$ cat config.mk
export PLATFORM = sky130hd
export DESIGN_NAME = bit32_exec_wb
export DESIGN_NICKNAME = d
export VERILOG_FILES = /design/src/rtl/bit32_exec_wb.sv
export SDC_FILE = /design/constraint.sdc
export NUM_CORES = 1
export LEC_CHECK = 0
export BUFFER_PORTS_ARGS = -buffer_cell sky130_fd_sc_hd__buf_2
export CELL_PAD_IN_SITES_DETAIL_PLACEMENT = 1
export CELL_PAD_IN_SITES_GLOBAL_PLACEMENT = 1
export CORE_UTILIZATION = 42
export DETAILED_ROUTE_END_ITERATION = 10
export PLACE_DENSITY = 0.77
export REMOVE_ABC_BUFFERS = 1
export SYNTH_ARGS = -nofsm -noshare
export SYNTH_HDL_FRONTEND = slang
export SYNTH_SLANG_ARGS = --single-unit
$ cat constraint.sdc
create_clock -name clk -period 4.92 [get_ports clk]
set_input_delay 1.23 -clock clk [delete_from_list [all_inputs] [get_ports clk]]
set_output_delay 1.23 -clock clk [all_outputs]
set_load 0.01 [all_outputs]
$ cat src/rtl/bit32_exec_wb.sv
// -----------------------------------------------------------------------------
// bit32_exec_wb
//
// Execute/writeback stage placed directly after the 32x32 register file. It
// takes the two read-port operands, a decoded opcode and a destination
// register, computes a 32-bit result, and drives the register file write port.
// Logic and arithmetic ops finish in one cycle. MUL runs a 32-iteration
// shift-add loop.
//
// Ports
//   clk         system clock, rising edge
//   rst         asynchronous active-high reset
//   issue       start request, accepted only while idle (busy=0)
//   op[2:0]     000 ADD, 001 SUB, 010 AND, 011 OR, 100 SLT (signed),
//               101 SLL by opb[4:0], 110 MUL (low 32 bits), 111 NOP
//   rd[4:0]     destination register
//   opa, opb    operands from register file read ports 1 and 2
//   busy        operation in flight; issue is ignored while high
//   regwrite    one-cycle registered write strobe (never for r0 or NOP)
//   write_addr  destination address, valid with regwrite
//   write_dat   result, valid with regwrite
//   zero        write_dat == 0, registered alongside write_dat
//   ovf         signed overflow for ADD/SUB, 0 for every other op
// -----------------------------------------------------------------------------
module bit32_exec_wb #(
    parameter int WIDTH      = 32,
    parameter int MUL_CYCLES = WIDTH
) (
    input  logic             clk,
    input  logic             rst,
    input  logic             issue,
    input  logic [2:0]       op,
    input  logic [4:0]       rd,
    input  logic [WIDTH-1:0] opa,
    input  logic [WIDTH-1:0] opb,
    output logic             busy,
    output logic             regwrite,
    output logic [4:0]       write_addr,
    output logic [WIDTH-1:0] write_dat,
    output logic             zero,
    output logic             ovf
);

    localparam int SHW = $clog2(WIDTH);
    localparam int CW  = $clog2(MUL_CYCLES);
    localparam logic [CW-1:0] LAST_ITER = CW'(MUL_CYCLES - 1);

    typedef enum logic [2:0] {
        OP_ADD = 3'b000,
        OP_SUB = 3'b001,
        OP_AND = 3'b010,
        OP_OR  = 3'b011,
        OP_SLT = 3'b100,
        OP_SLL = 3'b101,
        OP_MUL = 3'b110,
        OP_NOP = 3'b111
    } op_t;

    typedef enum logic [1:0] {
        S_IDLE = 2'd0,
        S_MUL  = 2'd1,
        S_WB   = 2'd2
    } state_t;

    state_t             state_q, state_d;
    logic [4:0]         rd_q, rd_d;
    logic [WIDTH-1:0]   mcand_q, mcand_d;
    logic [WIDTH-1:0]   mplier_q, mplier_d;
    logic [WIDTH-1:0]   acc_q, acc_d;
    logic [CW-1:0]      cnt_q, cnt_d;
    logic               regwrite_q, regwrite_d;
    logic [4:0]         waddr_q, waddr_d;
    logic [WIDTH-1:0]   wdat_q, wdat_d;
    logic               zero_q, zero_d;
    logic               ovf_q, ovf_d;

    logic [WIDTH-1:0]   sum;
    logic [WIDTH-1:0]   diff;
    logic [WIDTH-1:0]   alu_res;
    logic               alu_ovf;
    logic [WIDTH-1:0]   acc_step;

    assign sum  = opa + opb;
    assign diff = opa - opb;

    // The accumulator deliberately keeps only the low WIDTH bits, so signed and
    // unsigned operands produce the same product.
    assign acc_step = acc_q + (mplier_q[0] ? mcand_q : '0);

    // Single-cycle datapath works on the live operands, because the result is
    // registered on the same edge that accepts the operation.
    always_comb begin
        // NOTE: every output of a combinational block is defaulted first, so
        // no path through the case leaves it unassigned and infers a latch.
        alu_res = '0;
        alu_ovf = 1'b0;
        case (op_t'(op))
            OP_ADD: begin
                alu_res = sum;
                // Operands of equal sign whose sum changes sign.
                alu_ovf = (opa[WIDTH-1] == opb[WIDTH-1]) && (sum[WIDTH-1] != opa[WIDTH-1]);
            end
            OP_SUB: begin
                alu_res = diff;
                // Operands of opposite sign whose difference takes opb's sign.
                alu_ovf = (opa[WIDTH-1] != opb[WIDTH-1]) && (diff[WIDTH-1] != opa[WIDTH-1]);
            end
            OP_AND: alu_res = opa & opb;
            OP_OR:  alu_res = opa | opb;
            OP_SLT: alu_res[0] = $signed(opa) < $signed(opb);
            OP_SLL: alu_res = opa << opb[SHW-1:0];
            default: alu_res = '0;  // MUL goes through the iterative path; NOP yields 0
        endcase
    end

    // Next-state and output logic. The write-port outputs hold their values
    // unless a result is being produced on this edge.
    always_comb begin
        state_d    = state_q;
        rd_d       = rd_q;
        mcand_d    = mcand_q;
        mplier_d   = mplier_q;
        acc_d      = acc_q;
        cnt_d      = cnt_q;
        waddr_d    = waddr_q;
        wdat_d     = wdat_q;
        zero_d     = zero_q;
        ovf_d      = ovf_q;
        regwrite_d = 1'b0;

        case (state_q)
            S_IDLE: begin
                if (issue) begin
                    if (op_t'(op) == OP_MUL) begin
                        mcand_d  = opa;
                        mplier_d = opb;
                        acc_d    = '0;
                        cnt_d    = '0;
                        rd_d     = rd;
                        state_d  = S_MUL;
                    end else begin
                        waddr_d    = rd;
                        wdat_d     = alu_res;
                        zero_d     = (alu_res == '0);
                        ovf_d      = alu_ovf;
                        regwrite_d = (rd != 5'd0) && (op_t'(op) != OP_NOP);
                        state_d    = S_WB;
                    end
                end
            end

            S_MUL: begin
                acc_d    = acc_step;
                mcand_d  = mcand_q << 1;
                mplier_d = mplier_q >> 1;
                cnt_d    = cnt_q + CW'(1);
                // The last iteration's sum goes straight to the write port, so
                // the write strobe comes on the same edge the loop ends.
                if (cnt_q == LAST_ITER) begin
                    waddr_d    = rd_q;
                    wdat_d     = acc_step;
                    zero_d     = (acc_step == '0);
                    ovf_d      = 1'b0;
                    regwrite_d = (rd_q != 5'd0);
                    state_d    = S_WB;
                end
            end

            S_WB:    state_d = S_IDLE;
            default: state_d = S_IDLE;
        endcase
    end

    // Asynchronous reset also drops regwrite at once. A reset during MUL or
    // WB therefore never produces a write.
    always_ff @(posedge clk or posedge rst) begin
        if (rst) begin
            state_q    <= S_IDLE;
            rd_q       <= '0;
            mcand_q    <= '0;
            mplier_q   <= '0;
            acc_q      <= '0;
            cnt_q      <= '0;
            regwrite_q <= 1'b0;
            waddr_q    <= '0;
            wdat_q     <= '0;
            zero_q     <= 1'b0;
            ovf_q      <= 1'b0;
        end else begin
            // NOTE: state is updated with non-blocking assignments, so every
            // register samples the pre-edge values and ordering does not matter.
            state_q    <= state_d;
            rd_q       <= rd_d;
            mcand_q    <= mcand_d;
            mplier_q   <= mplier_d;
            acc_q      <= acc_d;
            cnt_q      <= cnt_d;
            regwrite_q <= regwrite_d;
            waddr_q    <= waddr_d;
            wdat_q     <= wdat_d;
            zero_q     <= zero_d;
            ovf_q      <= ovf_d;
        end
    end

    assign busy       = (state_q != S_IDLE);
    assign regwrite   = regwrite_q;
    assign write_addr = waddr_q;
    assign write_dat  = wdat_q;
    assign zero       = zero_q;
    assign ovf        = ovf_q;

endmodule

; ---- After elaboration in Yosys (flattened, before gate mapping)
; Cells that the tools add are included.
[classes]
n_reduce_logical = 15
n_mux = 40
magnitude_cmp = 1
div = 0
n_eq_ne = 17
bitwise_logic = 2
shift = 1
add_sub_neg = 4
n_mul = 0
[ops]
columns = cell, count
row1 = $mux W32, 10
row2 = $pmux W32 S2, 4
row3 = $pmux W31 S5, 1
row4 = $add A32 B32 Y32, 2
row5 = $logic_not A32 Y1, 2
row6 = $and A32 B32 Y32, 1
row7 = $lt A32 B32 Y1, 1
row8 = $or A32 B32 Y32, 1
row9 = $shl A32 B5 Y32, 1
row10 = $sub A32 B32 Y32, 1
row11 = $mux W5, 5
row12 = $pmux W5 S2, 2
row13 = $reduce_bool A5 Y1, 2
row14 = $eq A3 B3 Y1 const B, 3
row15 = $mux W1, 9
row16 = $ne A2 B2 Y1 const B, 4
row17 = $pmux W1 S2, 4
row18 = $eq A3 B2 Y1 const B, 2
row19 = $mux W2, 3
row20 = $pmux W1 S6, 1
row21 = $reduce_and A3 Y1, 2
row22 = $add A5 B1 Y5 const B, 1
row23 = $eq A5 B5 Y1 const B, 1
row24 = $pmux W2 S2, 1
row25 = other kinds (11), 16
[word_totals]
mem_bits_rw = 0
elab_cells = 91
ff_bits = 148
input_bits = 75
latchBits = 0
romBits = 0
n_memories = 0

; ---- Depth between registers and ports, before layout
[logic_depth]
depth_word = 7
ltp_mapped = 17
ltp_nobuf = 14

; ---- Worst setup path before layout
; No wires, ideal clock.
[synth_timing]
kind = input-to-reg
from = in opb[2]
to = reg zero_q (netlist: zero)
slack_ns = -0.078
setup_ns = 0.080
t_arrival_ns = 4.918
stages = 16
path_cell_list = inv_1 clkbuf_1 buf_1 clkbuf_1 ha_1 o21bai_1 nand3_1 and2_1 a221o_1 a21oi_1 or4bb_1 nor4_2 nand4_1 nor4_1 nand4_1 o211ai_2
[synth_between]
elab_chain_len = 6
elab_cells_between_ends = 12
classes_between = add/sub (2) / order compare (1) / shift (1) / mux (5) / bitwise (2) / reduce/logical (1)
[synth_lines]
columns = element, line
row1 = from (decl), 35  ; input logic [WIDTH-1:0] opb,
row2 = $sub A32 B32 Y32 (tied with other cells), 84  ; assign diff = opa - opb;
row3 = $pmux W31 S5 or $pmux W1 S6 (tied branches), 97  ; case (op_t'(op))
row4 = $logic_not A32 Y1 (*), 144  ; zero_d = (alu_res == '0);
row5 = $mux W1 (*), 134  ; if (op_t'(op) == OP_MUL) begin
row6 = $mux W1 (*), 133  ; if (issue) begin
row7 = $pmux W1 S2 (*), 131  ; case (state_q)
row8 = to (signal assigned), 201  ; zero_q <= zero_d;
row9 = to (decl), 74  ; logic zero_q, zero_d;
; Mark *: on every way between the ends. The rest lies on a longest branch, timed or not. The select of a mux whose other input is x is not followed.
; A chain may end at the register's enable or synchronous reset.

; ---- Worst setup path in the final report
[layout_timing]
from = in opa[0]
to = reg zero_q (netlist: zero)
[layout_between]
elab_chain_len = 6
elab_cells_between_ends = 12
classes_between = add/sub (2) / order compare (1) / shift (1) / mux (5) / bitwise (2) / reduce/logical (1)
[layout_lines]
columns = element, line
row1 = from (decl), 34  ; input logic [WIDTH-1:0] opa,
row2 = $sub A32 B32 Y32 (tied with other cells), 84
row3 = $pmux W1 S6 or $pmux W31 S5 (tied branches), 97
row4 = $logic_not A32 Y1 (*), 144
row5 = $mux W1 (*), 134
row6 = $mux W1 (*), 133
row7 = $pmux W1 S2 (*), 131
; Marks and branches as above.

==> metrics.md <==
| Metric | Value |
|---|---|
| Status | finished with violations |
| Failing checks | design-rule violations |
| # Post-CTS Setup Buffers | 0 |
| Cell count after synthesis | 1993 |
| Die X | 192.7 um |
| Relative slew margins | 0.3602 |
| Minimum clock period | 4.627 ns |
| VDD IR max | 0.2519 mV |
| Iter 0 DRT Violations | 1085 |
| Placed wire-length estimate | 47900 um |
| CTS tree | built |
| Yosys reg bits | 148 |
| Gr usage total | 0.3331 |
| Combinational group share of total power | 0.576 |
| Post-Place Cell Area | 0.01687 mm^2 |
| Routed WL per cell | 23.54 um |
| # hold bufs at CTS | 0 |
| Post-synth top area cell | dfrtp_1 |
| Layout Nets | 2348 |
| # IOs | 116 |
| Final Cell Area | 0.01742 mm^2 |
| Mean post-synth cell area | 7.660 um^2 |
| CTS root buffer | clkbuf_16 |
| H-tree depth | 4 |
| Row count | 69 |
| Min-Delay Startpoint | write_dat[18] |
| Total CTS buffers | 17 |
| Reg2reg path depth | 14 |
| Sequential area share after synthesis | 0.2426 |
| Antenna violations before repair | 0 |
| Residual DRC count | 10 |
| Hold Vio Cnt, Final | 0 |
| Initial Utilization | 0.4282 |
| Die height | 192.7 um |
| Final Core Density | 0.4885 |
| Largest net degree at the start of global routing | 97 |
| CTS max path bufs | 2 |
| DR vias/cell | 6.099 |
| CP endpoint kind | flip-flop |
| Synth top area cells | dfrtp_1 (24%), ha_1 (12%), nand2_1 (8.1%) |
| Placed cells | 2567 |
| Primary FF master, synth | dfrtp_1 |
| Synthesized area | 0.01527 mm^2 |
| Worst Skew | 0.01437 ns |
| Crit Path Class | in -> reg |
| Slew @ Worst Pin | 0.9597 ns |
| Sequential share of power | 0.262 |
| Unique masters post-synth | 92 |
| Antenna Nets Post-Route | 0 |
| Cell-internal power | 4.173 mW |
| Leakage | 8.253 nW |
| Remaining global-route overflow | 0 |
| Max-cap violations | 0 |
| Die ar. | 0.03711 mm^2 |
| Post-synth top area share | 0.2426 |
| Routed WL | 61150 um |
| Share of layout cells above drive strength 1 | 0.1600 |
| Pre-CTS WS | -0.06862 ns |
| PostCTS Resize Cnt | 0 |
| Slew Limit Fails | 0 |
| Final Setup Violations | 0 |
| HP Class | reg -> reg |
| Achievable Freq | 216.1 MHz |
| Clk sink count | 148 |
| Switching share of total power | 0.4723 |
| N_diodes | 0 |
| Area delta synth->final | 14.10% |
| P per Cell Area | 454.1 mW/mm^2 |
| CP startpoint kind | input port |
| Insertion delay to the later sink of the worst-skew pair | 0.45 ns |
| Yosys synthesis warning count | 0 |
| Detailed-route via count | 15850 |
| Pwr Total | 7.909 mW |
| PortBufs | 115 |
| Critical path origin | opa[0] |
| Final cell count without fillers | 2598 |
| First-pass DRT Iterations | 8 |
| Tcrit/Tclk final | 0.9404 |
| Clk pwr share | 0.162 |
| Final worst slack | 0.2934 ns |
| Critical-path maximum fanout | 6 |
| Ys async rst share | 1.000 |
| Final Wtd Congestion | 0.9615 |
| Unrepaired setup endpoints after global routing | no |
| FF-to-FF Start | mplier_q[0] |
| CP arrival | 4.99 ns |
| First-pass GRT wire length | 94230 um |
| Vias in the first global route | 16090 |
| Required @ worst endpoint | 5.28 ns |
| Hold Path Depth | 2 |
| Net Sw Power | 3.736 mW |
| EDFF count, synth | 0 |
| CORE AREA | 0.03566 mm^2 |
| Clock transition at the registers of the reported paths | 0.06 ns |
[metal layers]
metal,up-vias,share of wire,GRT usage
met4,0,0.028,0.1114
li1,7393,-,-
met5,-,0,0
met3,99,0.047,0.03692
met2,479,0.48,0.5591
met1,7875,0.45,0.4421
[cell usage after synthesis (8+ instances only)]
cell	number
buf_2	18
o22ai_1	14
a22o_1	15
or3_1	11
o31ai_1	14
clkbuf_1	97
nand2_1	328
o21ai_0	115
xnor2_1	38
nor2b_1	13
nor4_1	18
inv_1	106
mux4_2	19
nand4_1	22
a21o_1	41
mux2_2	12
nor2_1	190
a21oi_1	139
nand3_1	27
ha_1	145
and3_1	16
and2_1	42
o21bai_1	13
xor2_1	16
mux2i_1	34
nand2b_1	13
a31oi_1	80
buf_1	12
a211oi_1	33
o211ai_1	23
dfrtp_1	148
a2111oi_0	8
nor3_1	31
[path summary, 6_finish.rpt]
| kind | endpoint | slack (ns) |
|---|---|---|
| min in group asynchronous | rd_q[4] | 0.98 |
| max in group asynchronous | write_dat[18] | 2.91 |
| worst max-delay path | zero | 0.29 |
| worst min register to register | write_dat[18] | 0.47 |
| worst min-delay path | write_dat[18] | 0.47 |
| worst max register to register | zero | 0.51 |
[cell families after synthesis]
| logic type | Yosys count | synth area share |
|---|---|---|
| simple gates | 747 | 0.2213 |
| compound gates | 588 | 0.2540 |
| buf+inv | 237 | 0.06131 |
| fa+ha+maj | 148 | 0.1228 |
| flops | 148 | 0.2426 |
| mux | 71 | 0.06704 |
| xor+xnor | 54 | 0.03098 |
[sequential cells by signal, summed over array words and instances (netlist names)]
signal / count
zero: 1
ovf: 1
acc_q: 32
mplier_q: 32
write_addr: 5
write_dat: 32
regwrite: 1
mcand_q: 32
state_q: 2
cnt_q: 5
rd_q: 5
[through the flow]
step           hold WS [ns]   TNS (ns)
4_1_cts              0.4784          0
6_report             0.4729          0
2_1_floorplan        0.4497    -122.49
5_1_grt              0.4947          0
3_5_place_dp         0.4647   -0.06862
3_3_place_gp         0.4535  -0.009439
[placed cells by master (no fill, tap or decap), drive strengths merged, types with 14 or more instances in the layout]
cell type | Yosys | routed
buf | 32 | 242
dfrtp | 148 | 148
nand2 | 328 | 328
o211ai | 24 | 24
o31ai | 14 | 14
xnor2 | 38 | 38
nand4 | 22 | 22
a31oi | 81 | 81
nor4 | 19 | 19
xor2 | 16 | 16
o22ai | 14 | 14
mux4 | 21 | 21
mux2i | 35 | 35
and3 | 16 | 16
o21ai | 118 | 118
inv | 107 | 110
nand3 | 28 | 28
a22o | 15 | 15
mux2 | 15 | 15
nor2 | 191 | 191
clkbuf | 97 | 22
nor3 | 31 | 31
a21oi | 140 | 140
and2 | 43 | 43
a21o | 41 | 41
a211oi | 35 | 35
ha | 145 | 145
[critical path, stage by stage]
cell and delay [ns]:
buf_2 0.11, inv_1 0.07, ha_1 0.23, fa_1 0.41, o21bai_1 0.24, nand3_1 0.13
buf_4 0.16, a21bo_2 0.23, a31oi_2 0.31, and3_1 0.26, o21ai_0 0.15, a21oi_1 0.45
nand4_1 0.23, nor4_1 0.42, nand4_1 0.18, o211ai_2 0.17
[power by group through the flow]
stage	clock network, mW	logic [mW]	registers [mW]
floorplan	0	3.01	2.05
global placement	0	4.30	2.05
detailed placement	0	4.44	2.09
CTS	1.31	4.50	2.07
global route	1.35	4.97	2.14
finish	1.28	4.56	2.07
[final cells by class]
cell class                 count  area, um^2
fill                        4469       18240
multi-input combinational   1608       10650
sequential                   148        3704
timing repair buffer         242        1531
tap                          461       576.8
clock buffer                  22       474.2
inverter                     108       410.4
clock inverter                 9       71.32
(Power assumes the default switching activity.)
